## config.mk

```make
export PLATFORM = sky130hd
export DESIGN_NAME = parity_check_ctrl
export DESIGN_NICKNAME = d
export VERILOG_FILES = /design/src/rtl/parity_check_pkg.sv /design/src/rtl/parity_nibble_chk.sv /design/src/rtl/parity_check_ctrl.sv
export SDC_FILE = /design/constraint.sdc
export NUM_CORES = 1
export LEC_CHECK = 0
export BUFFER_PORTS_ARGS = -buffer_cell sky130_fd_sc_hd__buf_2
export CORE_AREA = 2 2 72 74
export DETAILED_ROUTE_END_ITERATION = 8
export DIE_AREA = 0 0 74 76
export HOLD_SLACK_MARGIN = 0.12
export PLACE_DENSITY = 0.76
export RECOVER_POWER = 50
export SLEW_MARGIN = 40
export SYNTH_ARGS = -nofsm -noshare
export SYNTH_HDL_FRONTEND = slang
export SYNTH_SLANG_ARGS = --single-unit
```

## constraint.sdc

```tcl
create_clock -name clk -period 6 [get_ports clk]
set_input_delay 0.6 -clock clk [delete_from_list [all_inputs] [get_ports clk]]
set_output_delay 0.6 -clock clk [all_outputs]
set_load 0.005 [all_outputs]
```

## src/rtl/parity_check_pkg.sv

```systemverilog
// Shared types and helpers for the time-shared nibble parity checker.
package parity_check_pkg;

    localparam int NIBBLE_W = 4;

    typedef enum logic [1:0] {
        IDLE  = 2'd0,
        CHECK = 2'd1,
        DONE  = 2'd2
    } state_t;

    // Even-parity bit of one nibble (XOR of all its bits).
    function automatic logic nibble_parity(input logic [NIBBLE_W-1:0] d);
        return ^d;
    endfunction

endpackage

```

## src/rtl/parity_nibble_chk.sv

```systemverilog
// Combinational single-nibble even-parity checker, shared across all nibbles of a word.
module parity_nibble_chk
    import parity_check_pkg::*;
(
    input  logic [NIBBLE_W-1:0] data,
    input  logic                parity_in,
    output logic                parity_out,
    output logic                error
);

    assign parity_out = nibble_parity(data);
    assign error      = parity_out ^ parity_in;

endmodule

```

## src/rtl/parity_check_ctrl.sv

```systemverilog
// Parity check sequencer: latches a word, checks one nibble per clock through a
// single shared checker, holds the per-nibble error mask until the sink takes it,
// and counts errored words (saturating).
// Optional build macro PARITY_CHK_IRQ_EN adds a sticky irq output and irq_clr input.
module parity_check_ctrl
    import parity_check_pkg::*;
#(
    parameter int NIBBLES = 4,
    parameter int CNT_W   = 16
) (
    input  logic                        clk,
    input  logic                        rst_n,
    input  logic                        in_valid,
    output logic                        in_ready,
    input  logic [NIBBLE_W*NIBBLES-1:0] in_data,
    input  logic [NIBBLES-1:0]          in_par,
    output logic                        out_valid,
    input  logic                        out_ready,
    output logic [NIBBLES-1:0]          out_err_mask,
    output logic                        out_err,
    output logic [CNT_W-1:0]            err_count,
    input  logic                        clr_count
`ifdef PARITY_CHK_IRQ_EN
    ,
    output logic                        irq,
    input  logic                        irq_clr
`endif
);

    localparam int IDX_W = (NIBBLES > 1) ? $clog2(NIBBLES) : 1;
    localparam logic [IDX_W-1:0] LAST_IDX = IDX_W'(NIBBLES - 1);

    state_t                        state, state_nxt;
    logic [NIBBLE_W*NIBBLES-1:0]   data_q;
    logic [NIBBLES-1:0]            par_q;
    logic [NIBBLES-1:0]            mask_q;
    logic [NIBBLES-1:0]            mask_upd;
    logic [IDX_W-1:0]              idx;
    logic [NIBBLE_W-1:0]           nib;
    logic                          nib_par_rx;
    logic                          nib_par;
    logic                          nib_err;
    logic                          accept;
    logic                          finish;
    logic                          word_bad;

    // Nibble select mux feeding the single shared checker.
    assign nib        = data_q[NIBBLE_W*int'(idx) +: NIBBLE_W];
    assign nib_par_rx = par_q[int'(idx)];

    parity_nibble_chk u_chk (
        .data       (nib),
        .parity_in  (nib_par_rx),
        .parity_out (nib_par),
        .error      (nib_err)
    );

    assign accept   = in_valid && in_ready;
    assign finish   = (state == CHECK) && (idx == LAST_IDX);
    // Mask as it will look after this cycle's nibble is recorded; lets the
    // counter/irq see the final mask on the CHECK->DONE edge itself.
    always_comb begin
        mask_upd              = mask_q;
        mask_upd[int'(idx)]   = nib_err;
    end
    assign word_bad = finish && (|mask_upd);

    // State register.
    always_ff @(posedge clk or negedge rst_n) begin
        if (!rst_n) state <= IDLE;
        else        state <= state_nxt;
    end

    // Next-state and handshake outputs; ready/valid depend only on state.
    always_comb begin
        state_nxt = state;
        in_ready  = 1'b0;
        out_valid = 1'b0;
        case (state)
            IDLE: begin
                in_ready = 1'b1;
                if (in_valid) state_nxt = CHECK;
            end
            CHECK: begin
                if (idx == LAST_IDX) state_nxt = DONE;
            end
            DONE: begin
                out_valid = 1'b1;
                if (out_ready) state_nxt = IDLE;
            end
            default: state_nxt = IDLE;
        endcase
    end

    // Word capture, nibble index walk and mask accumulation.
    always_ff @(posedge clk or negedge rst_n) begin
        if (!rst_n) begin
            data_q <= '0;
            par_q  <= '0;
            mask_q <= '0;
            idx    <= '0;
        end else if (accept) begin
            data_q <= in_data;
            par_q  <= in_par;
            mask_q <= '0;
            idx    <= '0;
        end else if (state == CHECK) begin
            mask_q <= mask_upd;
            idx    <= finish ? '0 : idx + 1'b1;
        end
    end

    assign out_err_mask = mask_q;
    assign out_err      = |mask_q;

    // Saturating errored-word counter; clear beats a coincident increment.
    always_ff @(posedge clk or negedge rst_n) begin
        if (!rst_n)                            err_count <= '0;
        else if (clr_count)                    err_count <= '0;
        else if (word_bad && (err_count != '1)) err_count <= err_count + 1'b1;
    end

`ifdef PARITY_CHK_IRQ_EN
    // Sticky error interrupt; a new error beats a coincident clear.
    always_ff @(posedge clk or negedge rst_n) begin
        if (!rst_n)        irq <= 1'b0;
        else if (word_bad) irq <= 1'b1;
        else if (irq_clr)  irq <= 1'b0;
    end
`endif

endmodule

```

# Yosys cells after proc, flatten, opt, wreduce, memory -nomap -nowiden
# Index checks and enable logic that the tools add are counted.
# op_classes
addsub	2
order_cmp	2
eq_ne	7
shifts	1
muxes	18
bitwise	1
reduce_logical	12
# op_table
op	count
$mux 16	2
$add 16x1->16 const B	1
$ne 16x16->1 const B	1
$shiftx 16x5->4	1
$mux 2	6
$mux 4	2
$reduce_or 4->1	2
$ne 2x2->1 const B	3
$pmux 2 s3	1
$logic_and 1x1->1	5
$bwmux 4	1
$eq 2x2->1 const B	2
$mux 1	4
$reduce_bool 2->1	2
$reduce_xor 4->1	1
$lt 2x3->1 const B	1
$reduce_and 3->1	1
$add 2x1->2 const B	1
$bmux 1 s2	1
$demux 1 s2	1
$eq 2x1->1 const B	1
$ge 2x1->1 const B	1
$logic_not 2->1	1
$xor 1x1->1	1
# totals
register_bits	44
input_bits	25
out_inout_bits	23

# Depth between registers and ports, before layout
# Gate-level depths: netlist of run 1.
# logic_depth
ltp_word	10
depth_mapped	7
depth_no_buf	6

# Hierarchy
# From an unflattened synthesis of run 1, not the netlist that was laid out.
# hier_totals
hier_cells	194
hier_area_um2	2304.7
# by_module_without_submodules
mod	n_inst	cells_each	area_each_um2	seq_area_each_um2
parity_check_ctrl	1	190	2248.4	1101.1
parity_nibble_chk	1	4	56.3	0.0

# Worst setup path before layout of run 1
# No wires, ideal clock.
# synth_timing
kind	register to register
from	register idx[0]
to	register err_count[12]
setup_ns	0.125
arrival_ns	2.153
t_required_ns	5.875
setup_slack_ns	3.722
path_stages_with_launch	5
path_buffers	0
synth_period_minus_slack_ns	2.278
path_cell_list	dfrtp_1 mux4_1 xnor3_2 a2111oi_0 mux2_2
# synth_between
elab_chain_cells	9
word_cells_on_any_way	17
cone_classes	order compare (2); eq/ne (1); shift (1); mux (5); bitwise (1); reduce/logical (7)
# synth_rtl
item	line_no	text
start, declared	parity_check_ctrl.sv:38	logic [IDX_W-1:0] idx;
start signal, assigned	parity_check_ctrl.sv:109	idx <= finish ? '0 : idx + 1'b1;
branches (longest 6 deep; another with $shiftx 16x5->4)	n/a	
$logic_and 1x1->1 *	parity_check_ctrl.sv:66	assign word_bad = finish && (|mask_upd);
$logic_and 1x1->1 *	parity_check_ctrl.sv:120	else if (word_bad && (err_count != '1)) err_count <= err_count + 1'b1;
$reduce_bool 2->1 (no line) *	n/a	
end signal, assigned	parity_check_ctrl.sv:120	
end, declared	parity_check_ctrl.sv:21	output logic [CNT_W-1:0] err_count,
# Mark *: on every way between the ends. The select of a mux whose other input is x is not followed.
# A chain may end at the register's enable or synchronous reset.

# Worst setup path in the final report of run 1
# layout_timing
from	register idx[0]
to	register err_count[14]
# The elaborated chain is that of the path after synthesis.

==> impl_metrics.env, run 1 <==
export IMPL_n_fill_cell=434
export IMPL_ys_top_cells_by_area="dfrtp_1, mux2_2, nor2b_1"
export IMPL_dr_pass1_iters=4
export IMPL_grt_pass1_wl_mm=8.06
export IMPL_worst_slack_ns=3.36
export IMPL_worst_pin_slew_ns=2.31
export IMPL_r2r_end="err_count[14]"
export IMPL_cp_depth=4
export IMPL_critPathKind="reg -> reg"
export IMPL_die_w_um=74
export IMPL_critPathLaunchType="flip-flop"
export IMPL_io_buffer_count=47
export IMPL_dp_hpwl_mm=3.47
export IMPL_cp_cell_sequence="mux4_1, xnor3_2, a2111oi_0, mux2_2"
export IMPL_mostFrequentLayoutCell="dfrtp_1"
export IMPL_clkSinkCount=44
export IMPL_drv_cap=1
export IMPL_gp_congestion=0.814
export IMPL_crit_path_end_kind="flip-flop"
export IMPL_postCtsSetupBuffers=0
export IMPL_outcome="finished, violations left"
export IMPL_grt_max_degree=45
export IMPL_htreeDepth=2
export IMPL_final_cell_mix="dfrtp_1, buf_2, mux2_2, nor2_1, nor2b_1"
export IMPL_syn_nets=240
export IMPL_wl_per_cell_um=14.3
export IMPL_crit_required_ns=6.18
export IMPL_wl_mm=4.68
export IMPL_grt_overflow=0
export IMPL_clk_pin_slew_ns=0.08
export IMPL_r2r_start="idx[0]"
export IMPL_post_cts_resized=0
export IMPL_clockBufferDepth=2
export IMPL_fin_skew_ns=0.00716
export IMPL_fmax_mhz=378
export IMPL_ctsHoldBuffers=0
export IMPL_hold_violations=0
export IMPL_grt_pass1_vias=1764
export IMPL_cp_slowest_cell="mux4_1"
export IMPL_finalSetupViolCount=0
export IMPL_slew_headroom_pct=-53.8
export IMPL_setup_tns_ns=0
export IMPL_ff2ff_path_depth=4
export IMPL_critPathBufInv=0
export IMPL_clockRootBuffer="clkbuf_8"
export IMPL_std_cell_rows=26
export IMPL_core_mm2=0.00491
export IMPL_num_io_pins=48
export IMPL_slew_viol_final=45
export IMPL_diodes=0
export IMPL_p_leak_uw=0.00127
export IMPL_rsz0062_at_grt="false"
export IMPL_vias_per_cell=5.26
export IMPL_ys_seq_area_share_pct=46.4
export IMPL_hold_depth=1
export IMPL_yosysWarningCount=0
export IMPL_antenna_left=0
export IMPL_die_area_mm2=0.00562
export IMPL_netlist_area_mm2=0.00237
export IMPL_ff2ff_setup_slack_ns=3.36
export IMPL_max_stage_delay_ns=0.60
export IMPL_synth_seq_cells=44
export IMPL_cts_tree="built"
export IMPL_syn_inst=210
export IMPL_ys_types=35
export IMPL_antenna_found_initial=0
export IMPL_final_nets=287
export IMPL_cts_made_buffers=5
export IMPL_critPathLaunch="idx[0]"
export IMPL_drt_iter0_drc=73
export IMPL_critPathMaxFanout=16
export IMPL_cpLargestDelayFamily="multiplexers"
export IMPL_die_h_um=76
export IMPL_vias=1726
export IMPL_drc=0
export IMPL_power_density_mw_per_mm2=470
export IMPL_arrival_ns=2.83
export IMPL_area_growth_pct=16.6
export IMPL_yosysTopAreaCell="dfrtp_1"
export IMPL_drive_above_1_share_pct=33.7
export IMPL_ir_drop_v=0.000365
export IMPL_violations="capacitance limit, slew limit"
export IMPL_grt_usage_pct=18.6
export IMPL_hold_class="reg -> reg"
export IMPL_synth_top_area_share_pct=46.4
export IMPL_clk_latency_ns=0.30
export IMPL_whs_ns=0.510
export IMPL_crit_end="err_count[14]"
export IMPL_fin_crit_sh_pct=44.1
export IMPL_post_route_min_period_ns=2.64
export IMPL_place_ws_ns=3.36
export IMPL_start_util_pct=48.3
export IMPL_syn_area_per_cell_um2=11.3
-- cell families (layout without fill, tap and decap cells) --
kind of cell / after synthesis / count (layout) / synth area share, %
adder cells (fa/ha/maj): 5 / 5 / 2.64
XOR/XNOR: 9 / 9 / 3.96
AO/OA/AOI/OAI: 30 / 30 / 9.23
buffers and inverters: 19 / 67 / 3.43
multiplexers: 39 / 39 / 20.1
AND/OR/NAND/NOR: 64 / 64 / 14.2
flip-flops: 44 / 44 / 46.4
-- sequential cells by signal, indices dropped and copies added, names as in the netlist --
signal	cells
data_q	16
state	2
err_count	16
par_q	4
idx	2
out_err_mask	4
-- cell type report --
cell class	count	area, um2	share of cell area (%)
Clock buffer	6	72.6	2.62
Timing Repair Buffer	50	246	8.91
Sequential cell	44	1100	39.8
Tap cell	70	87.6	3.17
Inverter	9	33.8	1.22
Clock inverter	2	35.0	1.27
Multi-Input combinational cell	147	1190	43.0
-- cell usage after synthesis (all sizes together) --
cell and count:
a21oi 3, o21ai 7, or4 1, xnor2 8, o211ai 1, a22o 4
nor2 20, mux4 3, buf 5, inv 9, xnor3 1, a2111oi 6
ha 5, mux2i 1, or3 2, and4 2, nand4 4, and3 3
clkbuf 5, nand2 4, a21o 1, nand2b 4, a211oi 7, mux2 35
dfrtp 44, nor2b 15, nand3 7, and2 2, a222oi 1
-- through the flow --
stage               instances  total power [uW]  area [um2]  utilization (%)
global placement          320              1070        2670             54.3
floorplan                 210               981        2370                -
global route              328              1390        2770             56.3
finish                    328              1300        2770             56.3
CTS                       328              1310        2780             56.6
detailed placement        320              1090        2670             54.4
-- worst min path at each step --
stage	from	endpoint	slack [ns]
2_1_floorplan	rst_n	data_q[0]	0.30
4_1_cts	rst_n	err_count[13]	0.30
3_5_place_dp	data_q[14]	data_q[14]	0.50
6_report	data_q[10]	data_q[10]	0.51
3_3_place_gp	data_q[2]	data_q[2]	0.50
5_1_grt	in_data[13]	data_q[13]	0.52
-- where the power goes --
part           internal [uW]  switching [uW]
combinational            291             326
sequential               391            68.9
clock                    124            99.9
total                    805             495
-- worst register-to-register path, delay by kind of cell, from the launching register on --
family / cells / cell delay, ns
AOI/OAI and AO/OA: 1 / 0.55
xor gates and xnor gates: 1 / 0.54
DFF: 1 / 0.43
muxes: 2 / 1.00
-- metal layers --
layer	global-route usage (%)	wire length (um)	up-vias	part of all wire, %
met5	0	0	-	0
met4	6.00	74	0	1.6
met3	4.37	141	5	3.0
met2	30.4	2410	30	52
met1	23.9	2050	849	44
li1	-	-	842	-
Note: power is estimated with default switching activity, not from simulation.
==> run 2, diff against run 1 <==
Clock period 6 ns to 2.5 ns, I/O delays scaled along.
==> run 2 against run 1 <==
The flow finishes with violations (setup timing). Via count grew 4.9%. Die area is the same. Setup slack lost 3.4 ns. Critical endpoint is now err_count[5].
==> impl_metrics.env, run 2 (synthesis results as in run 1) <==
export IMPL_n_fill_cell=414
export IMPL_grt_usage_pct=18.2
export IMPL_power_density_mw_per_mm2=1200
export IMPL_clk_latency_ns=0.30
export IMPL_vias=1811
export IMPL_place_ws_ns=-0.0362
export IMPL_worst_pin_slew_ns=1.09
export IMPL_cts_made_buffers=5
export IMPL_die_h_um=76
export IMPL_die_area_mm2=0.00562
export IMPL_drv_cap=0
export IMPL_crit_required_ns=2.68
export IMPL_p_leak_uw=0.00132
export IMPL_ir_drop_v=0.000606
export IMPL_rsz0062_at_grt="true"
export IMPL_grt_pass1_wl_mm=8.00
export IMPL_grt_max_degree=45
export IMPL_slew_headroom_pct=27.5
export IMPL_postPlaceCellArea_mm2=0.00272
export IMPL_final_nets=296
export IMPL_drc=0
export IMPL_critPathLaunchType="flip-flop"
export IMPL_io_buffer_count=47
export IMPL_gp_congestion=0.788
export IMPL_post_route_min_period_ns=2.52
export IMPL_clk_pin_slew_ns=0.08
export IMPL_htreeDepth=2
export IMPL_drt_iter0_drc=110
export IMPL_start_util_pct=48.3
export IMPL_final_cell_mix="dfrtp_1, buf_2, mux2_2, nor2_1, nor2b_1"
export IMPL_fin_crit_sh_pct=101
export IMPL_outcome="finished, violations left"
export IMPL_worst_slack_ns=-0.0208
export IMPL_vias_per_cell=5.39
export IMPL_slew_viol_final=0
export IMPL_std_cell_rows=26
export IMPL_critPathKind="reg -> reg"
export IMPL_diodes=0
export IMPL_wl_per_cell_um=14.5
export IMPL_final_core_util_pct=57.7
export IMPL_critPathMaxFanout=5
export IMPL_die_w_um=74
export IMPL_violations="setup timing"
export IMPL_antenna_found_initial=0
export IMPL_area_growth_pct=19.5
export IMPL_crit_path_end_kind="flip-flop"
export IMPL_clockRootBuffer="clkbuf_8"
export IMPL_wl_mm=4.87
export IMPL_hold_violations=0
export IMPL_design_area_mm2=0.00283
export IMPL_hold_class="in -> reg"
export IMPL_cts_tree="built"
export IMPL_fmax_mhz=397
export IMPL_top_regs="data_q: 16 flops, err_count: 16 flops"
export IMPL_arrival_ns=2.70
export IMPL_finalSetupViolCount=1
export IMPL_fin_skew_ns=0.00659
export IMPL_core_mm2=0.00491
export IMPL_dp_hpwl_mm=3.44
export IMPL_clkSinkCount=44
export IMPL_drive_above_1_share_pct=37.6
export IMPL_dr_pass1_iters=4
export IMPL_antenna_left=0
export IMPL_grt_overflow=0
export IMPL_num_io_pins=48
export IMPL_grt_pass1_vias=1763
export IMPL_clockBufferDepth=2
[run 2: cell types whose count changed in the layout (fill, tap and decap cells not counted), sizes merged]
cell         before  now
xnor3             1    2
clkbuf           12    8
clkinvlp          0    1
bufinv            1    0
buf              44   54
dlygate4sd3       0    1
[run 2: worst max-delay path, stage by stage, from the launching register on]
cell and delay [ns]:
dfrtp_1 0.43, inv_1 0.19, mux4_2 0.56, xnor3_2 0.30
a2111oi_1 0.51, mux2_2 0.40
[run 2: layer usage]
metal  wire length, um  GRT usage [%]  up-vias
li1                  -              -      864
met1              2140           24.2      901
met2              2500           29.7       38
met3               153           3.17        8
met4                79           6.36        0
met5                 0              0        -
[run 2: cell type report]
class / instances / area [um2] / area share [%]
repair buffers: 58 / 318 / 11.2
inverters: 9 / 33.8 / 1.19
multi-input cells: 148 / 1210 / 42.8
flip-flops and latches: 44 / 1100 / 38.9
well taps: 70 / 87.6 / 3.09
clock buffers: 5 / 68.8 / 2.43
clock inverters: 2 / 12.5 / 0.442
[run 2: timing repair]
item | in CTS | in global routing
endpoints found under the hold margin | 44 | 0
cloned | 0 | 1
setup buffers | 0 | 1
resized for setup | 2 | 3
hold buffers | 1 | 0
endpoints found under the setup margin | 5 | 11
[run 2: worst paths after layout]
check	startpoint	to	slack, ns	depth (start not counted)
max	idx[0]	err_count[5]	-0.02	5
min	in_data[12]	data_q[12]	0.18	2
max reg2reg	idx[0]	err_count[5]	-0.02	5
min reg2reg	data_q[14]	data_q[14]	0.52	1
max in group asynchronous	rst_n	err_count[8]	1.14	2
min in group asynchronous	rst_n	data_q[1]	0.70	2
[run 2: where the power goes]
part           total, uW  internal [uW]  switching (uW)
Combinational       1890            974             911
Clock                424            189             234
Sequential          1100            939             160
[run 2: per-stage QoR]
stage	power, uW	setup TNS (ns)	std cells	hold WS [ns]
after global placement	2690	-0.0308	326	0.460
final	3410	-0.0208	336	0.180
after detailed placement	2730	-0.0362	326	0.285
after global routing	3630	-0.305	336	0.173
after floorplan	2350	0	210	-0.0456
after CTS	3170	-0.0270	334	0.176
